[src/rtl/fft_out_collect_if.sv]
// fft_out_collect_if: FFT sample stream into the collector and reordered stream out of it
//   in_real/in_img/in_start  : FFT stage output, in_start marks sample 0
//   out_real/out_img         : natural-order samples, zero when out_valid is low
//   out_valid/out_start/out_over : output framing (valid, first sample, last sample)
//   err_ovf                  : sticky dropped-frame flag
interface fft_out_collect_if #(parameter int DW = 32);
  logic [DW-1:0] in_real;
  logic [DW-1:0] in_img;
  logic          in_start;
  logic [DW-1:0] out_real;
  logic [DW-1:0] out_img;
  logic          out_valid;
  logic          out_start;
  logic          out_over;
  logic          err_ovf;
  modport master (
    output in_real, in_img, in_start,
    input  out_real, out_img, out_valid, out_start, out_over, err_ovf
  );
  modport slave (
    input  in_real, in_img, in_start,
    output out_real, out_img, out_valid, out_start, out_over, err_ovf
  );
endinterface

[src/rtl/fft_out_collect.sv]
// fft_out_collect: ping-pong bit-reversal collector replaying FFT frames in natural order
//   clk : rising-edge clock
//   rst : asynchronous active-low reset
//   bus : fft_out_collect_if.slave (input stream, reordered output stream, err_ovf)
module fft_out_collect #(
  parameter int LAYER = 3,
  parameter int DW    = 32
) (
  input logic              clk,
  input logic              rst,
  fft_out_collect_if.slave bus
);
  localparam int N = 1 << LAYER;
  localparam logic [LAYER-1:0] LAST = LAYER'(N - 1);
  typedef enum logic {W_IDLE, W_FILL} w_state_t;
  typedef enum logic {R_IDLE, R_DRAIN} r_state_t;
  w_state_t         r_wstate, w_wstate_nx;
  r_state_t         r_rstate, w_rstate_nx;
  logic [LAYER-1:0] r_wcnt, w_wcnt_nx, w_widx, r_raddr, w_raddr_nx;
  logic             r_wsel, r_rsel, r_err;
  logic [1:0]       r_full;
  logic             w_we, w_set, w_clr, w_rel, w_free, w_ovf;
  logic [2*DW-1:0]  r_mem [2][N];
  logic [DW-1:0]    r_out_real, r_out_img;
  logic             r_out_valid, r_out_start, r_out_over;

  function automatic logic [LAYER-1:0] bitrev(input logic [LAYER-1:0] k);
    logic [LAYER-1:0] rev;
    rev = '0;
    for (int i = 0; i < LAYER; i++) rev[i] = k[LAYER-1-i];
    return rev;
  endfunction

  // A bank whose last address is being read this cycle counts as free, so a
  // frame starting right behind a drain is accepted and back-to-back input
  // streams never lose a frame.
  assign w_rel  = r_rstate == R_DRAIN && r_raddr == LAST;
  assign w_free = !r_full[r_wsel] || (w_rel && r_rsel == r_wsel);

  always_comb begin
    w_wstate_nx = r_wstate;
    w_wcnt_nx   = r_wcnt;
    w_widx      = r_wcnt;
    w_we        = 1'b0;
    w_set       = 1'b0;
    w_ovf       = 1'b0;
    if (bus.in_start) begin
      w_we        = w_free;
      w_ovf       = !w_free;
      w_widx      = '0;
      w_wcnt_nx   = w_free ? LAYER'(1) : '0;
      w_wstate_nx = w_free ? W_FILL : W_IDLE;
    end else if (r_wstate == W_FILL) begin
      w_we        = 1'b1;
      w_wcnt_nx   = r_wcnt + LAYER'(1);
      w_set       = r_wcnt == LAST;
      w_wstate_nx = w_set ? W_IDLE : W_FILL;
    end
  end

  // On the last address, stay in R_DRAIN if the other bank is already full so
  // consecutive output frames are contiguous.
  always_comb begin
    w_rstate_nx = r_rstate;
    w_raddr_nx  = r_raddr;
    w_clr       = 1'b0;
    if (r_rstate == R_IDLE) begin
      w_rstate_nx = r_full[r_rsel] ? R_DRAIN : R_IDLE;
      w_raddr_nx  = '0;
    end else begin
      w_raddr_nx  = r_raddr + LAYER'(1);
      w_clr       = w_rel;
      if (w_rel) w_rstate_nx = r_full[~r_rsel] ? R_DRAIN : R_IDLE;
    end
  end

  always_ff @(posedge clk or negedge rst) begin
    if (!rst) begin
      r_wstate    <= W_IDLE;
      r_rstate    <= R_IDLE;
      r_wcnt      <= '0;
      r_raddr     <= '0;
      r_wsel      <= 1'b0;
      r_rsel      <= 1'b0;
      r_full      <= 2'b00;
      r_err       <= 1'b0;
      r_out_valid <= 1'b0;
      r_out_start <= 1'b0;
      r_out_over  <= 1'b0;
      r_out_real  <= '0;
      r_out_img   <= '0;
    end else begin
      r_wstate    <= w_wstate_nx;
      r_rstate    <= w_rstate_nx;
      r_wcnt      <= w_wcnt_nx;
      r_raddr     <= w_raddr_nx;
      r_wsel      <= r_wsel ^ w_set;
      r_rsel      <= r_rsel ^ w_clr;
      r_full      <= (r_full | {w_set & r_wsel, w_set & ~r_wsel}) & ~{w_clr & r_rsel, w_clr & ~r_rsel};
      r_err       <= r_err | w_ovf;
      r_out_valid <= r_rstate == R_DRAIN;
      r_out_start <= r_rstate == R_DRAIN && r_raddr == '0;
      r_out_over  <= w_rel;
      {r_out_real, r_out_img} <= r_rstate == R_DRAIN ? r_mem[r_rsel][r_raddr] : '0;
    end
  end

  always_ff @(posedge clk) begin
    if (w_we) r_mem[r_wsel][bitrev(w_widx)] <= {bus.in_real, bus.in_img};
  end

  assign bus.out_real  = r_out_real;
  assign bus.out_img   = r_out_img;
  assign bus.out_valid = r_out_valid;
  assign bus.out_start = r_out_start;
  assign bus.out_over  = r_out_over;
  assign bus.err_ovf   = r_err;
endmodule

[src/flat_wrapper.sv]
// flat-port wrapper written by rule: the top's interface ports become plain ports
module fft_out_collect_flat 
#(
  parameter int LAYER = 3,
  parameter int DW    = 32
)
  (clk, rst, bus_in_real, bus_in_img, bus_in_start, bus_out_real, bus_out_img, bus_out_valid, bus_out_start, bus_out_over, bus_err_ovf);
  fft_out_collect_if #(.DW(DW)) bus_i ();
  input logic clk;
  input logic rst;
  input wire logic [$bits(bus_i.in_real)-1:0] bus_in_real;
  input wire logic [$bits(bus_i.in_img)-1:0] bus_in_img;
  input wire logic [$bits(bus_i.in_start)-1:0] bus_in_start;
  output wire logic [$bits(bus_i.out_real)-1:0] bus_out_real;
  output wire logic [$bits(bus_i.out_img)-1:0] bus_out_img;
  output wire logic [$bits(bus_i.out_valid)-1:0] bus_out_valid;
  output wire logic [$bits(bus_i.out_start)-1:0] bus_out_start;
  output wire logic [$bits(bus_i.out_over)-1:0] bus_out_over;
  output wire logic [$bits(bus_i.err_ovf)-1:0] bus_err_ovf;
  assign bus_i.in_real = bus_in_real;
  assign bus_i.in_img = bus_in_img;
  assign bus_i.in_start = bus_in_start;
  assign bus_out_real = bus_i.out_real;
  assign bus_out_img = bus_i.out_img;
  assign bus_out_valid = bus_i.out_valid;
  assign bus_out_start = bus_i.out_start;
  assign bus_out_over = bus_i.out_over;
  assign bus_err_ovf = bus_i.err_ovf;
  fft_out_collect #(.LAYER(LAYER), .DW(DW)) u_core (.clk(clk), .rst(rst), .bus(bus_i));
endmodule
[config.mk]
export PLATFORM = sky130hd
export DESIGN_NAME = fft_out_collect_flat
export DESIGN_NICKNAME = d
export VERILOG_FILES = /design/src/rtl/fft_out_collect_if.sv /design/src/rtl/fft_out_collect.sv /design/src/flat_wrapper.sv
export SDC_FILE = /design/constraint.sdc
export NUM_CORES = 1
export LEC_CHECK = 0
export ABC_AREA = 1
export CAP_MARGIN = 15
export CORE_MARGIN = 3
export CORE_UTILIZATION = 60
export CTS_CLUSTER_SIZE = 12
export DETAILED_ROUTE_END_ITERATION = 12
export PLACE_DENSITY_LB_ADDON = 0.25
export SLEW_MARGIN = 25
export SYNTH_ARGS = -nofsm -noshare
export SYNTH_HDL_FRONTEND = slang
export SYNTH_SLANG_ARGS = --single-unit
[constraint.sdc]
create_clock -name clk -period 5.9 [get_ports clk]
set_input_delay 1.18 -clock clk [delete_from_list [all_inputs] [get_ports clk]]
set_output_delay 1.18 -clock clk [all_outputs]
set_load 0.01 [all_outputs]
==> results of run 1 <==
state kept, by name, indices dropped and copies added (netlist names):
signal and count:
u_core.bus.out_start 1, u_core.r_raddr 3, u_core.bus.out_valid 1, u_core.r_mem 1024, u_core.r_rsel 1, u_core.bus.out_real 32, u_core.r_full 2, u_core.r_wsel 1
u_core.r_wcnt 3, u_core.r_wstate 1, u_core.bus.out_img 32, u_core.bus.out_over 1, u_core.r_rstate 1, u_core.bus.err_ovf 1
cells in the mapped netlist:
cell type / number / area, sq um
ha_1: 9 / 113
buf_1: 14 / 52.6
nand2_1: 1552 / 5830
o211ai_1: 1 / 7.51
clkbuf_1: 54 / 203
o21ai_0: 4 / 20.0
o31ai_1: 1 / 7.51
nor4_1: 1 / 6.26
edfxtp_1: 1024 / 30700
inv_2: 4 / 15.0
nand3b_1: 1 / 7.51
buf_6: 2 / 22.5
buf_4: 25 / 188
nor2_1: 31 / 116
inv_1: 528 / 1980
dfrtp_1: 80 / 2000
buf_2: 127 / 636
nand3_1: 652 / 3260
a21oi_1: 66 / 330
routing by layer:
metal	vias up	GRT usage, %	routed length (um)
li1	13800	-	-
met1	14400	39.1	43300
met2	1505	45.9	53800
met3	234	4.51	10300
met4	2	8.80	3020
met5	-	0	17
logic make-up after synthesis:
family | count (synthesis) | synth area share [%]
DFF | 1104 | 71.9
and+or+nand+nor | 2237 | 20.2
AOI/OAI and AO/OA | 72 | 0.802
buffers and inverters | 754 | 6.80
adders and majority gates | 9 | 0.247
where the power goes:
group,switching (mW),internal (mW),leakage (nW)
clock,2.87,3.85,1.69
combinational,5.70,2.30,9.09
sequential,0.391,9.73,10.3
critical path, cell delays in order, from the launching register on:
cell and delay, ps:
dfrtp_4 710, inv_8 760, nand2_1 170, nand3_1 110
o21ai_0 90, nand2_1 270, nand3_1 260, nor2_4 820
buf_12 350
stage by stage:
step	hold slack [ps]	instance area [sq um]	setup slack (ps)	power (mW)	cells
global route	516	51200	1600	26.1	5306
finish	499	51200	1860	24.8	5306
global placement	503	47600	1650	18.0	5095
CTS	500	51100	1920	24.9	5305
detailed placement	518	47600	1610	18.2	5095
floorplan	450	45500	990	15.4	4176
final timing paths:
check,slack (ps),from,to,cells after the start
setup / recovery,1860,u_core.r_rsel,u_core.r_mem[0][336],8
hold / removal,500,rst,u_core.bus.out_real[15],1
setup reg to reg,1860,u_core.r_rsel,u_core.r_mem[0][336],8
hold reg to reg,540,u_core.r_full[0],u_core.r_full[0],2
max in group asynchronous,4230,rst,u_core.r_raddr[1],2
min in group clk,540,u_core.r_full[0],u_core.r_full[0],2
final cells by class:
type / instances / area (sq um)
inverters: 532 / 2020
multi-input cells: 2318 / 9820
clock buffers: 187 / 3270
fillers: 5199 / 23700
repair buffers: 173 / 1850
well taps: 969 / 1210
clock inverters: 23 / 219
flip-flops and latches: 1104 / 32800
==> flow_metrics.env, run 1 <==
export IMPL_diodes=0
export IMPL_cts_num_sinks=1104
export IMPL_cap_violations=0
export IMPL_yosys_warnings=0
export IMPL_cp_required_ps=6250
export IMPL_wl_um=110000
export IMPL_vias=29900
export IMPL_ios=135
export IMPL_viasPerCell=5.64
export IMPL_initial_core_util_pct=60.9
export IMPL_end_kind="flip-flop"
export IMPL_slew_violations=0
export IMPL_hold_violations=0
export IMPL_yosys_cell_types_count=19
export IMPL_area_growth_pct=12.3
export IMPL_final_common_cell="nand2_1"
export IMPL_die_w_um=282
export IMPL_clkTransAtPathRegs_ps=60
export IMPL_crit_type="reg -> reg"
export IMPL_layout_drive_gt1_share_pct=4.89
export IMPL_final_cell_mix="1552 x nand2_1, 1024 x edfxtp_1, 652 x nand3_1, 526 x inv_1, 133 x clkdlybuf4s50_1"
export IMPL_drtIter0Drc=3661
export IMPL_gp_congestion=0.810
export IMPL_die_h_um=282
export IMPL_hp_class="in -> async"
export IMPL_leakage_nw=21.0
export IMPL_core_area_sq_um=74800
export IMPL_die_area_sq_um=79300
export IMPL_grt_usage_pct=28.0
export IMPL_timing_final_crit_share_pct=68.4
export IMPL_syn_inst=4176
export IMPL_cts_buffers=111
export IMPL_antenna_found_initial=1
export IMPL_final_core_util_pct=68.4
export IMPL_ir_worst_vdd_uv=492
export IMPL_postCtsSetupBuffers=0
export IMPL_nets=4316
export IMPL_hpwl_um=57600
export IMPL_grt_ovfl_total=0
export IMPL_setup_viol=0
export IMPL_max_slew_margin_pct=28.3
export IMPL_finalCriticalPeriod_ps=4040
export IMPL_synth_nets=4252
export IMPL_p_per_area_nw_per_um2=485
export IMPL_drtPass1Iterations=6
export IMPL_grt_pass1_wl_um=169000
export IMPL_grt_pass1_vias=29000
export IMPL_finClkSkew_ps=22.3
export IMPL_worstPathArrival_ps=4390
export IMPL_grt_max_degree=193
export IMPL_seq_area_frac_synth_pct=71.9
export IMPL_cts_tree="built"
export IMPL_synth_area_sq_um=45500
export IMPL_rows=100
export IMPL_hold_buffers=0
export IMPL_crit_path_max_fanout=165
export IMPL_syn_avg_cell_area_sq_um=10.9
export IMPL_fmax_mhz=248
export IMPL_setup_tns_ps=0
export IMPL_numPortBuffers=134
export IMPL_cts_root_buf="clkbuf_16"
export IMPL_clk_latency_ps=690
export IMPL_critPathLaunchType="flip-flop"
export IMPL_ctsResizeCount=0
export IMPL_drt_wirelength_per_cell_um=20.8
export IMPL_clk_path_buf_depth=3
export IMPL_htree_num_levels=3
export IMPL_synth_seq_cells=1104
export IMPL_rsz0062_at_grt="no"
export IMPL_ant_nets=0
export IMPL_outcome="completed"
export IMPL_drcViolationCount=0
export IMPL_tightest_slew_ps=1080
No activity file was read; power rests on OpenSTA's default activity.
==> inputs of run 2 (changes only) <==
==> constraint.sdc (replaced) <==
create_clock -name clk -period 4.1 [get_ports clk]
set_input_delay 0.82 -clock clk [delete_from_list [all_inputs] [get_ports clk]]
set_output_delay 0.82 -clock clk [all_outputs]
set_load 0.01 [all_outputs]
==> run 2 against run 1 <==
Effect of this change:
- first-iteration DRC count shrank 6.1%
- count of clock-buffer cells in the layout grew 1
- register-to-register slack got worse by 780 ps
- sequential cell count stayed put
- via count about the same
- setup slack lost 780 ps
- global-route usage up 0.19 points
- sequential power up 45%
- critical path type unchanged
- largest cell class unchanged
- largest power group unchanged
==> flow_metrics.env, run 2 (same netlist as run 1, synthesis figures left out) <==
export IMPL_layout_drive_gt1_share_pct=5.28
export IMPL_slowest_stage="nor2_4"
export IMPL_p_switching_mw=12.7
export IMPL_ir_worst_vdd_uv=938
export IMPL_drcViolationCount=0
export IMPL_finalCriticalPeriod_ps=3020
export IMPL_ff_latch_area_sq_um=32800
export IMPL_crit_type="reg -> reg"
export IMPL_viasPerCell=5.61
export IMPL_end_kind="flip-flop"
export IMPL_core_area_sq_um=74800
export IMPL_clk_latency_ps=680
export IMPL_ctsResizeCount=0
export IMPL_grt_pass1_wl_um=170000
export IMPL_clk_path_buf_depth=3
export IMPL_grt_ovfl_total=0
export IMPL_die_w_um=282
export IMPL_ant_nets=0
export IMPL_whs_ps=243
export IMPL_cp_buffers_inverters=2
export IMPL_cts_buffers=109
export IMPL_nets=4339
export IMPL_hp_class="in -> async"
export IMPL_rows=100
export IMPL_area_growth_pct=12.6
export IMPL_place_area_sq_um=47800
export IMPL_max_stage_delay_ps=570
export IMPL_rsz0062_at_grt="no"
export IMPL_drt_wirelength_per_cell_um=20.8
export IMPL_drtIter0Drc=3439
export IMPL_grt_usage_pct=28.2
export IMPL_cts_num_sinks=1104
export IMPL_nFillCells=5229
export IMPL_p_clk_share_pct=26.6
export IMPL_cp_depth=11
export IMPL_place_inst=5120
export IMPL_slew_violations=0
export IMPL_numPortBuffers=134
export IMPL_setup_tns_ps=0
export IMPL_fin_area_sq_um=51300
export IMPL_drtPass1Iterations=6
export IMPL_hpwl_um=58600
export IMPL_grt_max_degree=225
export IMPL_grt_pass1_vias=29400
export IMPL_tightest_slew_ps=1060
export IMPL_hold_buffers=0
export IMPL_gp_congestion=0.863
export IMPL_max_slew_margin_pct=29.3
export IMPL_internal_power_mw=22.8
export IMPL_finClkSkew_ps=25.0
export IMPL_p_seq_share_pct=40.9
export IMPL_combinationalPowerShare_pct=32.4
export IMPL_final_cell_mix="1552 x nand2_1, 1024 x edfxtp_1, 652 x nand3_1, 526 x inv_1, 133 x clkdlybuf4s50_1"
export IMPL_crit_path_max_fanout=32
export IMPL_top_register="u_core.r_mem"
export IMPL_wl_um=111000
export IMPL_leakage_nw=21.1
export IMPL_final_common_cell="nand2_1"
export IMPL_p_per_area_nw_per_um2=694
export IMPL_ios=135
export IMPL_postCtsSetupBuffers=0
export IMPL_fmax_mhz=331
export IMPL_cp_cell_sequence="ha_1 -> ha_1 -> nand2_1 -> inv_1 -> nand2_1 -> nand3_1 -> o21ai_0 -> nand2_1 -> nand3_1 -> nor2_4 -> buf_12"
export IMPL_cap_violations=0
export IMPL_cp_top_family="simple AND/OR/NAND/NOR gates"
export IMPL_initial_core_util_pct=60.9
export IMPL_critPathLaunchType="flip-flop"
export IMPL_timing_final_crit_share_pct=73.6
export IMPL_largest_reg_flops=1024
export IMPL_finalNonFillerCells=5330
export IMPL_outcome="completed"
export IMPL_cts_root_buf="clkbuf_16"
export IMPL_r2r_cells=11
export IMPL_multiInputGateArea_sq_um=9820
export IMPL_antenna_found_initial=1
export IMPL_setup_viol=0
export IMPL_vias=29900
export IMPL_cts_tree="built"
export IMPL_cp_required_ps=4450
export IMPL_die_h_um=282
export IMPL_die_area_sq_um=79300
export IMPL_p_sw_share_pct=35.8
export IMPL_clkTransAtPathRegs_ps=60
export IMPL_hold_violations=0
export IMPL_cp_common_cell="nand2_1"
export IMPL_htree_num_levels=3
export IMPL_worstPathArrival_ps=3370
-- run 2: worst paths after layout --
check                      slack [ps]              start                       to
setup / recovery                 1080  u_core.r_raddr[0]     u_core.r_mem[0][154]
hold / removal                    240                rst  u_core.bus.out_real[22]
setup reg to reg                 1080  u_core.r_raddr[0]     u_core.r_mem[0][154]
hold reg to reg                   540   u_core.r_full[0]         u_core.r_full[0]
max in group asynchronous        3070                rst   u_core.bus.out_img[19]
min in group clk                  540   u_core.r_full[0]         u_core.r_full[0]
-- run 2: layout make-up --
class,instances,share of cell area [%]
repair buffers,198,4.00
diodes,2,0.00976
multi-input cells,2318,19.1
inverters,532,3.94
well taps,969,2.36
clock inverters,19,0.417
clock buffers,188,6.21
flip-flops and latches,1104,63.9
-- run 2: per-stage QoR --
| stage | power [mW] | utilization, % | setup slack, ps |
|---|---|---|---|
| floorplan | 22.2 | - | -450 |
| global placement | 26.0 | 63.9 | 733 |
| detailed placement | 26.2 | 63.9 | 702 |
| CTS | 35.6 | 68.5 | 1110 |
| global route | 37.5 | 68.5 | 887 |
| finish | 35.6 | 68.5 | 1080 |
-- run 2: layer usage --
metal	share of wire [%]	global-route usage (%)	routed length (um)	up-vias
met4	3.0	10.3	3370	0
met3	9.1	4.45	10100	227
met5	0	0	0	-
met1	39	38.8	43100	14400
li1	-	-	-	13900
met2	49	46.2	54100	1480
-- run 2: power by group through the flow --
stage	combinational (mW)	clock (mW)	sequential [mW]
global placement	11.2	0	14.7
detailed placement	11.4	0	14.8
CTS	11.5	9.59	14.6
finish	11.5	9.46	14.6
floorplan	7.40	0	14.8
global route	12.7	10.1	14.7
